`src/rtl/mdu_pkg.sv`:
```
// Shared constants and types for the multi-cycle multiply/divide unit.
// MDU_RADIX4_EN selects radix-4 Booth multiplication (16 iterations).
package mdu_pkg;

    localparam int XLEN = 32;

    localparam logic OP_MUL = 1'b0;
    localparam logic OP_DIV = 1'b1;

    typedef enum logic [2:0] {
        S_IDLE,
        S_MUL,
        S_DIV,
        S_FIX,
        S_DONE
    } state_t;

`ifdef MDU_RADIX4_EN
    localparam int MUL_ITERS = XLEN / 2;
`else
    localparam int MUL_ITERS = XLEN;
`endif
    localparam int DIV_ITERS = XLEN;

    // Divide by zero yields an all-ones quotient.
    localparam logic DIV_ZERO_QUO_BIT = 1'b1;

endpackage

```
`src/rtl/mdu_if.sv`:
```
// Request/result bundle between control and the multiply/divide unit.
// Master is the control unit; slave is mul_div_unit.
interface mdu_if #(
    parameter int WIDTH = 32
);

    logic             start;
    logic             op;
    logic [WIDTH-1:0] opa;
    logic [WIDTH-1:0] opb;
    logic             busy;
    logic             done;
    logic [WIDTH-1:0] result_hi;
    logic [WIDTH-1:0] result_lo;
    logic             div_by_zero;

    modport master (
        output start, op, opa, opb,
        input  busy, done, result_hi, result_lo, div_by_zero
    );

    modport slave (
        input  start, op, opa, opb,
        output busy, done, result_hi, result_lo, div_by_zero
    );

endinterface

```
`src/rtl/mdu_booth_step.sv`:
```
// One Booth iteration: recode, add partial product, arithmetic shift.
// MDU_RADIX4_EN retires two multiplier bits per step instead of one.
module mdu_booth_step #(
    parameter int WIDTH = 32
) (
    input  logic signed [WIDTH+1:0] acc,
    input  logic        [WIDTH-1:0] q,
    input  logic                    qm1,
    input  logic        [WIDTH-1:0] m,
    output logic signed [WIDTH+1:0] acc_n,
    output logic        [WIDTH-1:0] q_n,
    output logic                    qm1_n
);

    logic signed [WIDTH+1:0] m_ext;
    logic signed [WIDTH+1:0] pp;
    logic signed [WIDTH+1:0] sum;

    // Two guard bits keep +/-2M exact for the most negative multiplicand.
    assign m_ext = {{2{m[WIDTH-1]}}, m};
    assign sum   = acc + pp;

`ifdef MDU_RADIX4_EN
    always_comb begin
        pp = '0;
        case ({q[1:0], qm1})
            3'b001, 3'b010: pp = m_ext;
            3'b011:         pp = m_ext <<< 1;
            3'b100:         pp = -(m_ext <<< 1);
            3'b101, 3'b110: pp = -m_ext;
            default:        pp = '0;
        endcase
    end

    assign acc_n = {{2{sum[WIDTH+1]}}, sum[WIDTH+1:2]};
    assign q_n   = {sum[1:0], q[WIDTH-1:2]};
    assign qm1_n = q[1];
`else
    always_comb begin
        pp = '0;
        case ({q[0], qm1})
            2'b01:   pp = m_ext;
            2'b10:   pp = -m_ext;
            default: pp = '0;
        endcase
    end

    assign acc_n = {sum[WIDTH+1], sum[WIDTH+1:1]};
    assign q_n   = {sum[0], q[WIDTH-1:1]};
    assign qm1_n = q[0];
`endif

endmodule

```
`src/rtl/mul_div_unit.sv`:
```
// Multi-cycle signed multiply (Booth) / divide (restoring) engine.
// MDU_RADIX4_EN switches the multiplier to radix-4 Booth.
module mul_div_unit
    import mdu_pkg::*;
#(
    parameter int WIDTH = XLEN
) (
    input logic   clock,
    input logic   clear,
    mdu_if.slave  bus
);

    localparam int CNT_W = $clog2(DIV_ITERS + 1);
    localparam logic [CNT_W-1:0] MUL_LAST = CNT_W'(MUL_ITERS);
    localparam logic [CNT_W-1:0] DIV_LAST = CNT_W'(DIV_ITERS);
    localparam logic [CNT_W-1:0] CNT_ONE  = CNT_W'(1);

    state_t                  state;
    logic [CNT_W-1:0]        cnt;
    logic signed [WIDTH+1:0] acc;
    logic [WIDTH-1:0]        q;
    logic [WIDTH-1:0]        m;
    logic [WIDTH-1:0]        rem;
    logic                    qm1;
    logic                    a_neg;
    logic                    b_neg;
    logic                    b_zero;

    logic                    busy_q;
    logic                    done_q;
    logic [WIDTH-1:0]        hi_q;
    logic [WIDTH-1:0]        lo_q;
    logic                    dbz_q;

    logic signed [WIDTH+1:0] acc_n;
    logic [WIDTH-1:0]        q_n;
    logic                    qm1_n;

    logic [WIDTH-1:0]        a_mag;
    logic [WIDTH-1:0]        b_mag;
    logic [WIDTH:0]          shifted;
    logic [WIDTH:0]          trial;
    logic                    take;
    logic [WIDTH-1:0]        rem_n;
    logic [WIDTH-1:0]        quo_n;

    mdu_booth_step #(
        .WIDTH (WIDTH)
    ) u_booth (
        .acc   (acc),
        .q     (q),
        .qm1   (qm1),
        .m     (m),
        .acc_n (acc_n),
        .q_n   (q_n),
        .qm1_n (qm1_n)
    );

    assign a_mag = bus.opa[WIDTH-1] ? -bus.opa : bus.opa;
    assign b_mag = bus.opb[WIDTH-1] ? -bus.opb : bus.opb;

    // Dividend magnitude shifts out of q's MSB while quotient bits enter at the LSB.
    assign shifted = {rem, q[WIDTH-1]};
    assign trial   = shifted - {1'b0, m};
    assign take    = ~trial[WIDTH];
    assign rem_n   = take ? trial[WIDTH-1:0] : shifted[WIDTH-1:0];
    assign quo_n   = {q[WIDTH-2:0], take};

    always_ff @(posedge clock or negedge clear) begin
        if (!clear) begin
            state  <= S_IDLE;
            cnt    <= '0;
            acc    <= '0;
            q      <= '0;
            m      <= '0;
            rem    <= '0;
            qm1    <= 1'b0;
            a_neg  <= 1'b0;
            b_neg  <= 1'b0;
            b_zero <= 1'b0;
            busy_q <= 1'b0;
            done_q <= 1'b0;
            hi_q   <= '0;
            lo_q   <= '0;
            dbz_q  <= 1'b0;
        end else begin
            done_q <= 1'b0;
            unique case (state)
                S_IDLE: begin
                    if (bus.start) begin
                        busy_q <= 1'b1;
                        dbz_q  <= 1'b0;
                        cnt    <= '0;
                        acc    <= '0;
                        rem    <= '0;
                        qm1    <= 1'b0;
                        if (bus.op == OP_DIV) begin
                            state  <= S_DIV;
                            q      <= a_mag;
                            m      <= b_mag;
                            a_neg  <= bus.opa[WIDTH-1];
                            b_neg  <= bus.opb[WIDTH-1];
                            b_zero <= (bus.opb == '0);
                        end else begin
                            state <= S_MUL;
                            q     <= bus.opb;
                            m     <= bus.opa;
                        end
                    end
                end
                S_MUL: begin
                    if (cnt == MUL_LAST) begin
                        hi_q   <= acc[WIDTH-1:0];
                        lo_q   <= q;
                        done_q <= 1'b1;
                        busy_q <= 1'b0;
                        state  <= S_DONE;
                    end else begin
                        acc <= acc_n;
                        q   <= q_n;
                        qm1 <= qm1_n;
                        cnt <= cnt + CNT_ONE;
                    end
                end
                S_DIV: begin
                    if (b_zero) begin
                        if (cnt == CNT_ONE) begin
                            hi_q   <= a_neg ? -q : q;
                            lo_q   <= {WIDTH{DIV_ZERO_QUO_BIT}};
                            dbz_q  <= 1'b1;
                            done_q <= 1'b1;
                            busy_q <= 1'b0;
                            state  <= S_DONE;
                        end else begin
                            cnt <= cnt + CNT_ONE;
                        end
                    end else if (cnt == DIV_LAST) begin
                        state <= S_FIX;
                    end else begin
                        rem <= rem_n;
                        q   <= quo_n;
                        cnt <= cnt + CNT_ONE;
                    end
                end
                S_FIX: begin
                    // Truncating division: remainder follows the dividend's sign.
                    lo_q   <= (a_neg ^ b_neg) ? -q : q;
                    hi_q   <= a_neg ? -rem : rem;
                    done_q <= 1'b1;
                    busy_q <= 1'b0;
                    state  <= S_DONE;
                end
                S_DONE: begin
                    state <= S_IDLE;
                end
                default: begin
                    state <= S_IDLE;
                end
            endcase
        end
    end

    assign bus.busy        = busy_q;
    assign bus.done        = done_q;
    assign bus.result_hi   = hi_q;
    assign bus.result_lo   = lo_q;
    assign bus.div_by_zero = dbz_q;

endmodule
```
`src/flat_wrapper.sv`:
```
// flat-port wrapper written by rule: the top's interface ports become plain ports
module mul_div_unit_flat import mdu_pkg::*;
#(
    parameter int WIDTH = XLEN
)
  (clock, clear, bus_start, bus_op, bus_opa, bus_opb, bus_busy, bus_done, bus_result_hi, bus_result_lo, bus_div_by_zero);
  mdu_if #(.WIDTH(WIDTH)) bus_i ();
  input logic clock;
  input logic clear;
  input wire logic [$bits(bus_i.start)-1:0] bus_start;
  input wire logic [$bits(bus_i.op)-1:0] bus_op;
  input wire logic [$bits(bus_i.opa)-1:0] bus_opa;
  input wire logic [$bits(bus_i.opb)-1:0] bus_opb;
  output wire logic [$bits(bus_i.busy)-1:0] bus_busy;
  output wire logic [$bits(bus_i.done)-1:0] bus_done;
  output wire logic [$bits(bus_i.result_hi)-1:0] bus_result_hi;
  output wire logic [$bits(bus_i.result_lo)-1:0] bus_result_lo;
  output wire logic [$bits(bus_i.div_by_zero)-1:0] bus_div_by_zero;
  assign bus_i.start = bus_start;
  assign bus_i.op = bus_op;
  assign bus_i.opa = bus_opa;
  assign bus_i.opb = bus_opb;
  assign bus_busy = bus_i.busy;
  assign bus_done = bus_i.done;
  assign bus_result_hi = bus_i.result_hi;
  assign bus_result_lo = bus_i.result_lo;
  assign bus_div_by_zero = bus_i.div_by_zero;
  mul_div_unit #(.WIDTH(WIDTH)) u_core (.clock(clock), .clear(clear), .bus(bus_i));
endmodule
```
`config.mk`:
```
export PLATFORM = sky130hd
export DESIGN_NAME = mul_div_unit_flat
export DESIGN_NICKNAME = d
export VERILOG_FILES = /design/src/rtl/mdu_pkg.sv /design/src/rtl/mdu_if.sv /design/src/rtl/mdu_booth_step.sv /design/src/rtl/mul_div_unit.sv /design/src/flat_wrapper.sv
export SDC_FILE = /design/constraint.sdc
export NUM_CORES = 1
export LEC_CHECK = 0
export CAP_MARGIN = 20
export CORE_MARGIN = 5
export CORE_UTILIZATION = 50
export CTS_CLUSTER_DIAMETER = 50
export DETAILED_ROUTE_END_ITERATION = 7
export DONT_BUFFER_PORTS = 1
export PLACE_DENSITY = 0.66
export SLEW_MARGIN = 20
export SYNTH_ARGS = -nofsm -noshare
export SYNTH_HDL_FRONTEND = slang
export SYNTH_HIERARCHICAL = 1
export SYNTH_SLANG_ARGS = --single-unit
```
`constraint.sdc`:
```
create_clock -name clock -period 8.8 [get_ports clock]
set_input_delay 0.88 -clock clock [delete_from_list [all_inputs] [get_ports clock]]
set_output_delay 0.88 -clock clock [all_outputs]
set_load 0.01 [all_outputs]
```
==> impl_metrics.csv <==
group,metric,value,unit
clock_tree,numCtsBuffers,36,
setup_path,max_stage_delay,0.67,ns
synthesis,synth_nets,2302,
final_layout,n_antenna_cell,0,
final_layout,fin_area,0.0186,sq mm
drt,viasPerCell,6.49,
synthesis,syn_area,0.0174,sq mm
final_layout,utilization,53.9,%
synthesis,yosysSeqAreaShare,30.2,%
clock_tree,clockBufferDepth,3,
synthesis,ys_warn_count,6,
synthesis,async_reset_ff_share,100,%
final_layout,fin_nets,2178,
setup_path,cp_max_fo,9,
clock_tree,postCtsHoldBufs,0,
synthesis,synth.largest_area_cell,"dfrtp_1",
synthesis,synth.avg_cell_area,8.06,sq um
sta,setup_viol,0,
sta,maxSlewViolCount,0,
floorplan,core_area,0.0345,sq mm
grt,grt_first_pass_wirelength,92200,microns
status,outcome,"finished with violations",
sta,whs,0.0548,ns
place,port_buffers,0,
setup_path,crit_path_top_delay_cell,"nor4b_1",
floorplan,fp.dieW,196,microns
clock_tree,clkLatencyLatePin,0.54,ns
sta,min_period,5.11,ns
grt,grt_overflow,0,
drt,num_vias,16318,
power,seqPwrFrac,30.4,%
drt,detail_route.iter0.violations,1669,
power,pwr_density_cell,373,mW/mm^2
synthesis,synth_common_cells,"nand2_1, dfrtp_1, a21oi_1",
synthesis,syn_inst,2157,
place,gp_congestion,0.949,
sta,max_freq,196,MHz
setup_path,path_cells,"or4_1 > nor4b_1 > nand2_1 > or4_1 > xnor2_1 > o22ai_1 > ha_1 > nand2_1 > nor3_1 > o2111ai_1 > o211ai_1 > a21oi_1 > o21ai_0 > xor2_1 > a22o_1",
clock_tree,cts_tree,"built",
power,p_leak,7.67,nW
synthesis,synth-edff-count,0,
power,p_int,3.53,mW
synthesis,ys.flop_type,"dfrtp_1",
drt,dr.pass1.iters,8,
power,clkPwrFrac,21.6,%
sta,finClkSkew,0.0204,ns
place,placed_area,0.0173,sq mm
setup_path,cp.buffers_inverters,0,
synthesis,yosysMostFrequentCell,"nand2_1",
setup_path,worstSetupPathType,"flip-flop to flip-flop",
setup_path,path_delay_family,"simple AND/OR/NAND/NOR gates",
grt,grt_max_degree,211,
grt,grt_pass1_vias,15202,
synthesis,synth_area_leaders,"dfrtp_1, xor2_1, ha_1",
clock_tree,htree_num_levels,2,
sta,rsz0062_at_grt,"false",
final_layout,syn2layout_area_growth,6.84,%
drt,wl_per_cell,23.8,microns
clock_tree,clock-sinks,210,
power,p_comb_share,47.9,%
final_layout,drive_gt1_share,6.74,%
setup_path,critPathArrivalTime,5.52,ns
sta,slew_headroom,26.2,%
setup_path,cp.required,9.22,ns
floorplan,die-area,0.0386,sq mm
place,detailed_place_hpwl,44300,microns
sta,setup_tns,0,ns
grt,antenna_found_initial,2,
sta,hold_viol_final,0,
floorplan,io-pin-count,135,
drt,ant_nets,0,
clock_tree,cts-root-buf,"clkbuf_16",
clock_tree,path_clk_slew,0.05,ns
power,p_sw,3.41,mW
sta,worst_pin_slew,1.11,ns
floorplan,die_y,196,microns
clock_tree,post_cts_resize_count,0,
sta,period_share,58.0,%
grt,track_usage,30.1,%
status,violations,"DRC",
drt,drcViolationCount,6,
power,ir_drop,0.000280,V
synthesis,synth_seq_cells,210,
setup_path,cp-end-kind,"flip-flop",
min_path,hp-class,"input pin to asynchronous set/reset pin",
setup_path,cp-start-kind,"flip-flop",
clock_tree,cts_setup_buffers,0,
power,swShare,49.1,%
synthesis,synth_top_area_share,30.2,%
job,cap_violations,0,
drt,wirelength,60000,microns
synthesis,synthDistinctLibCells,79,
floorplan,start_util,50.5,%
floorplan,rows,68,
==> power by group through the flow <==
stage	logic, mW	clock network (mW)	registers (mW)
3_5_place_dp	3.23	0	2.12
6_report	3.33	1.50	2.11
2_1_floorplan	2.65	0	1.72
4_1_cts	3.26	1.53	2.11
3_3_place_gp	3.20	0	2.11
5_1_grt	3.60	1.57	2.16
==> final cells by class <==
class | instances | area, sq um
Clock buffer | 39 | 943
Inverter | 59 | 221
Clock inverter | 27 | 354
Sequential cell | 210 | 5260
Tap cell | 455 | 569
Fill cell | 3298 | 15900
Multi-Input combinational cell | 1710 | 11100
Timing Repair Buffer | 16 | 120
==> worst paths after layout <==
| check | start | endpoint | slack, ns | cells past startpoint |
|---|---|---|---|---|
| max | u_core/m[7]$_DFFE_PN0P_ | u_core/acc[31]$_DFFE_PN0P_ | 3.69 | 15 |
| min | clear | u_core/rem[29]$_DFFE_PN0P_ | 0.05 | 0 |
| max reg2reg | u_core/m[7]$_DFFE_PN0P_ | u_core/acc[31]$_DFFE_PN0P_ | 3.69 | 15 |
| min reg2reg | u_core/acc[32]$_DFFE_PN0P_ | u_core/acc[32]$_DFFE_PN0P_ | 0.52 | 1 |
| max in group asynchronous | clear | u_core/rem[15]$_DFFE_PN0P_ | 8.10 | 0 |
| min in group clock | bus_opa[31] | u_core/a_neg$_DFFE_PN0P_ | 0.50 | 1 |
==> layer usage <==
layer / track usage, % / share of wire (%) / wire length [microns] / up-vias
li1: - / - / - / 7574
met1: 39.5 / 41 / 24800 / 7858
met2: 49.6 / 47 / 28100 / 722
met3: 5.08 / 7.0 / 4220 / 160
met4: 12.7 / 4.7 / 2830 / 4
met5: 0 / 0.045 / 27 / -
==> logic make-up (layout without fill, tap and decap cells) <==
| group | Yosys count | count (layout) | synth area share, % |
|---|---|---|---|
| AO/OA/AOI/OAI | 724 | 724 | 27.2 |
| multiplexers | 21 | 21 | 1.24 |
| buffers and inverters | 237 | 141 | 6.11 |
| flip-flops | 210 | 210 | 30.2 |
| XOR/XNOR | 232 | 232 | 11.7 |
| adder cells (fa/ha/maj) | 77 | 77 | 5.63 |
| AND/OR/NAND/NOR | 656 | 656 | 17.9 |
==> cell usage in the layout, fill, tap and decap left out, drive strengths merged, types with 68 or more instances in the layout <==
cell and n:
nor2 182, o21ai 185, nand2 239, dfrtp 210
a21oi 184, inv 68, xnor2 96, nor3 70
xor2 136, ha 75
==> state kept, by name, indices dropped and copies added, names as in the netlist, 3 cells and up <==
signal,cells
u_core/bus.result_lo,32
u_core/state,3
u_core/bus.result_hi,32
u_core/q,32
u_core/m,32
u_core/cnt,6
u_core/acc,34
u_core/rem,32
==> metrics by stage <==
stage | setup slack (ns) | instances | power [mW]
finish | 3.69 | 2516 | 6.94
global route | 3.51 | 2516 | 7.33
CTS | 3.84 | 2516 | 6.89
detailed placement | 3.89 | 2450 | 5.35
global placement | 3.93 | 2450 | 5.31
floorplan | 4.56 | 2157 | 4.37
Note: power is estimated with default switching activity, not from simulation.
